[src/rtl/fetch_pkg.sv]
// Shared definitions for the instruction-fetch controller: PC select encodings,
// controller states and a saturating counter helper.
package fetch_pkg;

  localparam logic [1:0] PCSEL_RST  = 2'd0;
  localparam logic [1:0] PCSEL_HOLD = 2'd1;
  localparam logic [1:0] PCSEL_PC4  = 2'd2;
  localparam logic [1:0] PCSEL_ALU  = 2'd3;

  localparam logic [3:0] BOOT_WEA = 4'hF;

  typedef enum logic [1:0] {
    RST_VEC = 2'd0,
    BOOT    = 2'd1,
    RUN     = 2'd2
  } fetch_state_t;

  function automatic logic [15:0] sat_inc16(input logic [15:0] value);
    return (value == 16'hFFFF) ? value : value + 16'd1;
  endfunction

endpackage

[src/rtl/fetch_wr_arb.sv]
// IMEM port-A write arbiter: picks between CPU stores and boot-loader writes
// and registers the winning write onto the IMEM port for exactly one cycle.
module fetch_wr_arb
  import fetch_pkg::*;
#(
  parameter int IMEM_AW = 14
) (
  input  logic               clk,
  input  logic               rst,
  input  logic               boot_phase,
  input  logic               run_phase,
  input  logic               cpu_wr_valid,
  input  logic [IMEM_AW-1:0] cpu_wr_addr,
  input  logic [31:0]        cpu_wr_data,
  input  logic [3:0]         cpu_wr_be,
  input  logic               boot_valid,
  input  logic [IMEM_AW-1:0] boot_addr,
  input  logic [31:0]        boot_data,
  output logic               boot_ready,
  output logic               wr_accept,
  output logic [3:0]         imem_wea,
  output logic [IMEM_AW-1:0] imem_addra,
  output logic [31:0]        imem_dina,
  output logic [15:0]        boot_wr_cnt
);

  logic cpu_take;

  // CPU stores only count in RUN; during BOOT the CPU is ignored entirely.
  assign cpu_take   = run_phase & cpu_wr_valid;
  assign boot_ready = boot_valid & (boot_phase | (run_phase & ~cpu_wr_valid));
  assign wr_accept  = cpu_take | boot_ready;

  always_ff @(posedge clk or negedge rst) begin
    if (!rst) begin
      imem_wea    <= '0;
      imem_addra  <= '0;
      imem_dina   <= '0;
      boot_wr_cnt <= '0;
    end else begin
      if (cpu_take) begin
        imem_wea   <= cpu_wr_be;
        imem_addra <= cpu_wr_addr;
        imem_dina  <= cpu_wr_data;
      end else if (boot_ready) begin
        imem_wea   <= BOOT_WEA;
        imem_addra <= boot_addr;
        imem_dina  <= boot_data;
      end else begin
        imem_wea <= '0;
      end
      if (boot_ready) begin
        boot_wr_cnt <= sat_inc16(boot_wr_cnt);
      end
    end
  end

endmodule

[src/rtl/fetch_ctrl.sv]
// Instruction-fetch controller: reset-vector/boot/run sequencing, PC select and
// post-write fetch hold. Boot-loader support is enabled by FETCH_CTRL_BOOT_EN.
module fetch_ctrl
  import fetch_pkg::*;
#(
  parameter int IMEM_AW = 14,
  parameter int WR_HOLD = 2
) (
  input  logic               clk,
  input  logic               rst,
  input  logic               should_br,
  input  logic               cpu_wr_valid,
  input  logic [IMEM_AW-1:0] cpu_wr_addr,
  input  logic [31:0]        cpu_wr_data,
  input  logic [3:0]         cpu_wr_be,
  input  logic               boot_valid,
  input  logic [IMEM_AW-1:0] boot_addr,
  input  logic [31:0]        boot_data,
  input  logic               boot_done,
  output logic               boot_ready,
  output logic [1:0]         PC_sel,
  output logic [3:0]         imem_wea,
  output logic [IMEM_AW-1:0] imem_addra,
  output logic [31:0]        imem_dina,
  output logic               fetch_stall,
  output logic [15:0]        boot_wr_cnt
);

`ifdef FETCH_CTRL_BOOT_EN
  localparam logic BOOT_EN = 1'b1;
`else
  localparam logic BOOT_EN = 1'b0;
`endif

  localparam logic [3:0] HOLD_LOAD = 4'(WR_HOLD);

  fetch_state_t state, state_nxt;
  logic [3:0]   hold_cnt;
  logic         wr_accept;
  logic         boot_req;
  logic         boot_phase;
  logic         run_phase;

  assign boot_req   = boot_valid & BOOT_EN;
  assign boot_phase = (state == BOOT);
  assign run_phase  = (state == RUN);

  fetch_wr_arb #(
    .IMEM_AW(IMEM_AW)
  ) u_wr_arb (
    .clk          (clk),
    .rst          (rst),
    .boot_phase   (boot_phase),
    .run_phase    (run_phase),
    .cpu_wr_valid (cpu_wr_valid),
    .cpu_wr_addr  (cpu_wr_addr),
    .cpu_wr_data  (cpu_wr_data),
    .cpu_wr_be    (cpu_wr_be),
    .boot_valid   (boot_req),
    .boot_addr    (boot_addr),
    .boot_data    (boot_data),
    .boot_ready   (boot_ready),
    .wr_accept    (wr_accept),
    .imem_wea     (imem_wea),
    .imem_addra   (imem_addra),
    .imem_dina    (imem_dina),
    .boot_wr_cnt  (boot_wr_cnt)
  );

  always_ff @(posedge clk or negedge rst) begin
    if (!rst) begin
      state <= RST_VEC;
    end else begin
      state <= state_nxt;
    end
  end

  // A branch overrides the hold for its cycle only; the counter keeps running.
  always_comb begin
    state_nxt = state;
    PC_sel    = PCSEL_RST;
    case (state)
      RST_VEC: state_nxt = BOOT_EN ? BOOT : RUN;
      BOOT: begin
        PC_sel = PCSEL_HOLD;
        if (boot_done) state_nxt = RUN;
      end
      RUN: begin
        if (should_br)                           PC_sel = PCSEL_ALU;
        else if ((hold_cnt != 4'd0) || wr_accept) PC_sel = PCSEL_HOLD;
        else                                     PC_sel = PCSEL_PC4;
      end
      default: state_nxt = RST_VEC;
    endcase
  end

  assign fetch_stall = (PC_sel == PCSEL_HOLD);

  always_ff @(posedge clk or negedge rst) begin
    if (!rst) begin
      hold_cnt <= '0;
    end else if (run_phase && wr_accept) begin
      hold_cnt <= HOLD_LOAD;
    end else if (hold_cnt != 4'd0) begin
      hold_cnt <= hold_cnt - 4'd1;
    end
  end

endmodule

[config.mk]
export PLATFORM = sky130hd
export DESIGN_NAME = fetch_ctrl
export DESIGN_NICKNAME = d
export VERILOG_FILES = /design/src/rtl/fetch_pkg.sv /design/src/rtl/fetch_wr_arb.sv /design/src/rtl/fetch_ctrl.sv
export SDC_FILE = /design/constraint.sdc
export NUM_CORES = 1
export LEC_CHECK = 0
export CELL_PAD_IN_SITES_DETAIL_PLACEMENT = 1
export CELL_PAD_IN_SITES_GLOBAL_PLACEMENT = 1
export CORE_ASPECT_RATIO = 2
export CORE_MARGIN = 2
export CORE_UTILIZATION = 28
export DETAILED_ROUTE_END_ITERATION = 8
export GPL_TIMING_DRIVEN = 0
export HOLD_SLACK_MARGIN = 0.03
export PLACE_DENSITY = 0.82
export SLEW_MARGIN = 20
export SYNTH_ARGS = -nofsm -noshare
export SYNTH_HDL_FRONTEND = slang
export SYNTH_SLANG_ARGS = --single-unit
[constraint.sdc]
create_clock -name clk -period 2.4 [get_ports clk]
set_input_delay 0.24 -clock clk [delete_from_list [all_inputs] [get_ports clk]]
set_output_delay 0.24 -clock clk [all_outputs]
set_load 0.02 [all_outputs]
==> results.py, run 1 <==
metrics = {
    "critical_path": {
        "crit_path_end_kind": "output port",
        "cp_slowest_cell": "clkdlybuf4s50_1",
        "crit_required_ns": 2.16,
        "regToRegSetupSlack_ns": 0.59,
        "cp_cell_sequence": "inv_1 > ha_1 > nor4b_4 > o21a_1 > clkdlybuf4s50_1",
        "arrival_ns": 2.02,
        "r2r-end": "hold_cnt[0]$_DFFE_PN0P_",
        "worstPathMaxFanout": 4,
        "r2r_start": "hold_cnt[0]$_DFFE_PN0P_",
        "critPathLaunchType": "register",
        "path_class": "reg2out",
        "cpPeakStageDelay_ns": 0.59,
        "r2r.worst_path.cells": 4,
    },
    "clock_network": {
        "cts_made_buffers": 5,
        "clockRootBuffer": "clkbuf_16",
        "h-tree-depth": 2,
        "ctsLongestPathBuffers": 2,
        "clkSlewWorstSetupHoldPaths_ns": 0.07,
        "cts_tree": "yes",
        "clkLatencyLatePin_ns": 0.29,
        "cts_setup_buffers": 0,
        "cts_sinks": 55,
    },
    "synth": {
        "synthCells": 153,
        "syn-cell-area_um2": 2440,
        "ys_warn_count": 0,
        "ys_seq_area_share_pct": 56.4,
        "ys_ff_latch": 55,
        "avgSynthCellArea_um2": 15.9,
        "ys_types": 21,
    },
    "cells_and_area": {
        "nets": 387,
        "areaGrowthSynthToFinish_pct": 57.5,
        "final_area_um2": 3840,
        "num_antenna_cells": 0,
        "drive_above_1_share_pct": 28.0,
    },
    "sta": {
        "finalSetupViolations": 0,
        "holdWs_ns": 0.508,
        "fin_skew_ns": 0.00821,
        "max_slew_margin_pct": 53.2,
        "fin_tns_setup_ns": 0,
        "timing.final.crit_share_pct": 94.2,
        "final_hold_viol_count": 0,
        "max_freq_mhz": 442,
        "slew_violations": 0,
        "min_period_ns": 2.26,
        "rsz0062_at_grt": "no",
        "worst_slew_pin_slew_ns": 0.702,
    },
    "status": {
        "outcome": "completed",
    },
    "grt": {
        "grt_max_degree": 56,
        "grt_pass1_vias": 1848,
        "grt_first_pass_wirelength_um": 9940,
        "grt_use_total_pct": 13.3,
        "antenna_found_initial": 0,
        "grt_overflow": 0,
    },
    "placement": {
        "portBuffers": 106,
        "place_congestion": 0.754,
        "placed_cell_area_um2": 3680,
        "hpwlAfterDp_um": 4780,
    },
    "power": {
        "p_comb_share_pct": 33.8,
        "p_seq_share_pct": 41.9,
        "cellLeakagePower_nw": 1.80,
        "switching_share_pct": 29.1,
        "peakVddDrop_mv": 0.399,
        "internal-power_mw": 2.00,
        "pwr-share-clk_pct": 24.3,
        "powerDensity_nw_per_um2": 733,
        "power_switching_uw": 819,
    },
    "worst_hold_path": {
        "hold_path_depth": 1,
        "min_from": "u_wr_arb.imem_dina[15]$_DFFE_PN0N_",
        "min_to": "u_wr_arb.imem_dina[15]$_DFFE_PN0N_",
        "hold_path.class": "reg2reg",
    },
    "die": {
        "core_area_um2": 8530,
        "io-pin-count": 172,
        "die_y_um": 136,
        "num_rows": 48,
        "initial_core_util_pct": 28.6,
        "die_width_um": 70.0,
        "die-area_um2": 9520,
    },
    "detailed_routing": {
        "drc": 0,
        "viasPerCell": 4.34,
        "first_pass_iters": 4,
        "ant_nets": 0,
        "route.final.wire_length_um": 6210,
        "vias": 1659,
        "wl_per_cell_um": 16.3,
        "drtIter0Drc": 23,
    },
    "flow_run": {
        "drv_cap": 0,
    },
}
[area by class of cell]
| class | instances | area (µm²) |
|---|---|---|
| inverters | 3 | 11.3 |
| fillers | 904 | 4690 |
| multi-input cells | 88 | 945 |
| well taps | 100 | 125 |
| plain buffers | 23 | 181 |
| flip-flops and latches | 55 | 1380 |
| clock inverters | 1 | 7.51 |
| repair buffers | 107 | 1070 |
| clock buffers | 5 | 125 |
[stage by stage]
step,instances,worst slack (ns),util (%),total power [mW]
2_1_floorplan,169,0.861,-,1.69
3_3_place_gp,375,-0.625,43.2,2.10
3_5_place_dp,375,0.192,43.2,2.14
4_1_cts,382,0.103,44.9,2.85
5_1_grt,382,0.00127,45.0,2.95
6_report,382,0.139,45.0,2.81
[state kept, by name (all words and copies together), names as in the netlist]
register and count:
hold_cnt 4, u_wr_arb.imem_addra 14, state 1, u_wr_arb.imem_wea 4, u_wr_arb.imem_dina 32
[repair_timing]
item / in CTS / in global routing
hold buffers: 1 / 0
endpoints found under the setup margin: 2 / 2
gates resized for setup: 1 / 1
hold endpoints to repair: 9 / 0
[critical path: cells and delay by family, from the launching register on]
family | cells | cell delay, ns
AO/OA/AOI/OAI | 1 | 0.14
adder cells (fa/ha/maj) | 1 | 0.21
AND/OR/NAND/NOR | 1 | 0.27
buffers and inverters | 2 | 0.69
flip-flops | 1 | 0.42
[cell families after synthesis]
family | after synthesis | synth area share, %
AO/OA/AOI/OAI | 9 | 2.57
XOR/XNOR | 1 | 0.359
adder cells (fa/ha/maj) | 2 | 1.03
buffers and inverters | 26 | 7.90
flip-flops | 55 | 56.4
multiplexers | 49 | 28.7
other | 2 | 0.308
AND/OR/NAND/NOR | 9 | 2.67
[worst max path at each step]
stage                                        from                                   to  slack (ns)
after CTS                 hold_cnt[0]$_DFFE_PN0P_                          fetch_stall        0.10
after detailed placement             cpu_wr_valid                            PC_sel[1]        0.19
final                     hold_cnt[0]$_DFFE_PN0P_                            PC_sel[1]        0.14
after floorplan           hold_cnt[0]$_DFFE_PN0P_                          fetch_stall        0.86
after global placement                        rst  u_wr_arb.imem_addra[12]$_DFFE_PN0N_       -0.62
after global routing         state[1]$_DFFE_PN0N_                            PC_sel[0]       0.001
[placed cells by master (no fill, tap or decap), types with 2 or more instances in the layout]
cell type	netlist	layout
buf_4	17	18
a21boi_0	4	4
mux2_4	40	40
a211oi_1	2	2
conb_1	2	18
a21oi_1	2	2
mux2_2	8	8
nor3b_1	2	2
dfrtp_1	55	55
clkdlybuf4s50_1	0	105
clkbuf_16	0	5
and3_1	4	4
inv_1	3	3
buf_6	4	4
ha_1	2	2
[power groups by stage]
stage	clock network, mW	logic, mW	registers, mW
2_1_floorplan	0	0.372	1.32
3_3_place_gp	0	0.921	1.18
3_5_place_dp	0	0.949	1.19
4_1_cts	0.719	0.956	1.18
5_1_grt	0.739	1.01	1.20
6_report	0.683	0.952	1.18
[cells in the mapped netlist]
| cell | instances | area share, % |
|---|---|---|
| dfrtp_1 | 55 | 56 |
| mux2_4 | 40 | 25 |
| buf_4 | 17 | 5.2 |
| mux2_2 | 8 | 3.7 |
| a21boi_0 | 4 | 1.2 |
| and3_1 | 4 | 1.0 |
| buf_6 | 4 | 1.8 |
| inv_1 | 3 | 0.46 |
| a211oi_1 | 2 | 0.62 |
| a21oi_1 | 2 | 0.41 |
| conb_1 | 2 | 0.31 |
| ha_1 | 2 | 1.0 |
| nor3b_1 | 2 | 0.62 |
| buf_2 | 1 | 0.21 |
| clkbuf_1 | 1 | 0.15 |
| mux2i_1 | 1 | 0.41 |
| nand2_4 | 1 | 0.46 |
| nor3_1 | 1 | 0.21 |
| nor4b_1 | 1 | 0.36 |
| o21a_1 | 1 | 0.31 |
| xnor2_1 | 1 | 0.36 |
[per-layer routing]
metal | GRT usage (%) | vias up | share of wire (%)
li1 | - | 743 | -
met1 | 13.7 | 822 | 34
met2 | 24.9 | 83 | 57
met3 | 3.63 | 11 | 7.1
met4 | 5.34 | 0 | 2.5
met5 | 0 | - | 0
Note: power is estimated with default switching activity, not from simulation.
==> run 2, diff against run 1 <==
--- a/config.mk
+++ b/config.mk
@@ -7,7 +7,6 @@
 export LEC_CHECK = 0
 export CELL_PAD_IN_SITES_DETAIL_PLACEMENT = 1
 export CELL_PAD_IN_SITES_GLOBAL_PLACEMENT = 1
-export CORE_ASPECT_RATIO = 2
 export CORE_MARGIN = 2
 export CORE_UTILIZATION = 28
 export DETAILED_ROUTE_END_ITERATION = 8
==> run 2 against run 1 <==
Critical path depth unchanged. Maximum frequency down 0.72%. Largest cell class unchanged. Global-route usage down 0.64 points. Combinational power down 1%. Sequential power about the same. Highest routed layer unchanged. Critical path type unchanged.
==> results.py, run 2 (synthesis results as in run 1) <==
metrics = {
    "sta": {
        "finalSetupViolations": 0,
        "final_hold_viol_count": 0,
        "min_period_ns": 2.28,
        "setup_slack_ns": 0.122,
        "slew_violations": 0,
        "max_freq_mhz": 439,
        "rsz0062_at_grt": "no",
        "fin_skew_ns": 0.00440,
        "max_slew_margin_pct": 54.0,
        "worst_slew_pin_slew_ns": 0.689,
        "timing.final.crit_share_pct": 94.9,
    },
    "clock_network": {
        "h-tree-depth": 2,
        "cts_setup_buffers": 0,
        "cts_made_buffers": 5,
        "cts_sinks": 55,
        "clockRootBuffer": "clkbuf_8",
        "clkSlewWorstSetupHoldPaths_ns": 0.09,
        "clkLatencyLatePin_ns": 0.30,
        "cts_tree": "yes",
        "ctsLongestPathBuffers": 2,
    },
    "critical_path": {
        "path_class": "reg2out",
        "worstPathMaxFanout": 4,
        "arrival_ns": 2.04,
        "crit_required_ns": 2.16,
        "r2r.worst_path.cells": 4,
        "regToRegSetupSlack_ns": 0.74,
        "critPathLaunchType": "register",
        "r2r_start": "hold_cnt[0]$_DFFE_PN0P_",
        "r2r-end": "hold_cnt[0]$_DFFE_PN0P_",
        "crit_path_end_kind": "output port",
    },
    "cells_and_area": {
        "largest_reg_flops": 32,
        "num_antenna_cells": 0,
        "layout_commonest_cell": "clkdlybuf4s50_1",
        "nets": 387,
        "reg.largest.list": "u_wr_arb.imem_dina (32), u_wr_arb.imem_addra (14)",
        "final_core_util_pct": 44.5,
        "drive_above_1_share_pct": 28.3,
        "final.fill_count": 899,
        "areaGrowthSynthToFinish_pct": 56.8,
        "mostFrequentLayoutCells": "clkdlybuf4s50_1, dfrtp_1, mux2_4, buf_4, conb_1",
        "regMostFlops": "u_wr_arb.imem_dina",
    },
    "grt": {
        "antenna_found_initial": 0,
        "gr-usage-met1_pct": 16.5,
        "grt_max_degree": 56,
        "grt.met3_usage_pct": 2.88,
        "gr-usage-met2_pct": 21.3,
        "busiest_layer": "met2",
        "grt_pass1_vias": 1770,
        "grt_overflow": 0,
        "grt_first_pass_wirelength_um": 9740,
        "grt_use_total_pct": 12.6,
    },
    "power": {
        "switching_share_pct": 29.1,
        "powerDensity_nw_per_um2": 710,
        "p_seq_share_pct": 43.3,
        "cellLeakagePower_nw": 1.79,
        "pwr-share-clk_pct": 22.2,
        "power_switching_uw": 792,
        "internal-power_mw": 1.92,
        "p_comb_share_pct": 34.5,
        "peakVddDrop_mv": 0.297,
    },
    "detailed_routing": {
        "ant_nets": 0,
        "wl_per_cell_um": 14.7,
        "route.final.wire_length_um": 5740,
        "first_pass_iters": 3,
        "viasPerCell": 4.19,
        "drtIter0Drc": 33,
        "drc": 0,
        "vias": 1639,
    },
    "flow_run": {
        "drv_cap": 0,
    },
    "status": {
        "outcome": "completed",
    },
    "die": {
        "die-area_um2": 9470,
        "die_y_um": 97.3,
        "num_rows": 34,
        "die_width_um": 97.3,
        "io-pin-count": 172,
        "core_area_um2": 8590,
        "initial_core_util_pct": 28.4,
    },
    "placement": {
        "dp_worst_setup_slack_ns": 0.0627,
        "place_congestion": 0.752,
        "hpwlAfterDp_um": 4350,
        "portBuffers": 106,
    },
    "worst_hold_path": {
        "hold_path_depth": 2,
        "min_to": "u_wr_arb.imem_wea[1]$_DFF_PN0_",
        "min_from": "cpu_wr_be[1]",
        "hold_path.class": "in2reg",
    },
}
run 2: cell types whose count changed in the layout (fill, tap and decap cells not counted), sizes merged:
cell    before  now
bufinv       0    1
run 2: power by group through the flow:
stage | Sequential, mW | Combinational (mW) | Clock (mW)
2_1_floorplan | 1.32 | 0.372 | 0
3_3_place_gp | 1.18 | 0.914 | 0
3_5_place_dp | 1.19 | 0.939 | 0
4_1_cts | 1.17 | 0.945 | 0.637
5_1_grt | 1.20 | 0.999 | 0.676
6_report | 1.18 | 0.938 | 0.602
run 2: worst max path at each step:
stage | start | to | slack, ns | cells after the start
after CTS | hold_cnt[0]$_DFFE_PN0P_ | PC_sel[1] | 0.02 | 5
after global placement | rst | u_wr_arb.imem_addra[4]$_DFFE_PN0N_ | -0.67 | 1
final | hold_cnt[0]$_DFFE_PN0P_ | PC_sel[1] | 0.12 | 5
after floorplan | hold_cnt[0]$_DFFE_PN0P_ | fetch_stall | 0.86 | 4
after global routing | hold_cnt[0]$_DFFE_PN0P_ | PC_sel[1] | 0.002 | 5
after detailed placement | cpu_wr_valid | PC_sel[1] | 0.06 | 4
run 2: what timing repair did:
action,CTS,global route
hold endpoints to repair,55,0
hold buffers,1,0
resized for setup,1,1
setup endpoints to repair,3,1
run 2: stage by stage:
stage	TNS [ns]	cell area [µm²]	instances	power, mW	hold WS, ns
floorplan	0	2500	169	1.69	-0.0556
global placement	-36.37	3690	383	2.09	0.488
detailed placement	0	3690	383	2.13	0.343
CTS	0	3810	391	2.76	0.491
global route	0	3820	391	2.88	0.503
finish	0	3820	391	2.72	0.503
run 2: final cells by class:
type / instances / area, µm² / share of cell area (%)
clock buffers: 5 / 68.8 / 1.80
multi-input cells: 88 / 945 / 24.7
plain buffers: 23 / 181 / 4.74
clock inverters: 2 / 37.5 / 0.982
repair buffers: 107 / 1070 / 27.9
well taps: 108 / 135 / 3.53
inverters: 3 / 11.3 / 0.295
flip-flops and latches: 55 / 1380 / 36.0
run 2: worst max-delay path, stage by stage (launching register included):
cell,delay [ns]
dfrtp_1,0.42
inv_1,0.10
ha_1,0.20
nor4b_4,0.27
o21a_1,0.15
clkdlybuf4s50_1,0.61
run 2: per-layer routing:
| layer | vias to the layer above | wire length, µm |
|---|---|---|
| li1 | 744 | - |
| met1 | 823 | 2470 |
| met2 | 63 | 2870 |
| met3 | 9 | 315 |
| met4 | 0 | 86 |
| met5 | - | 0 |
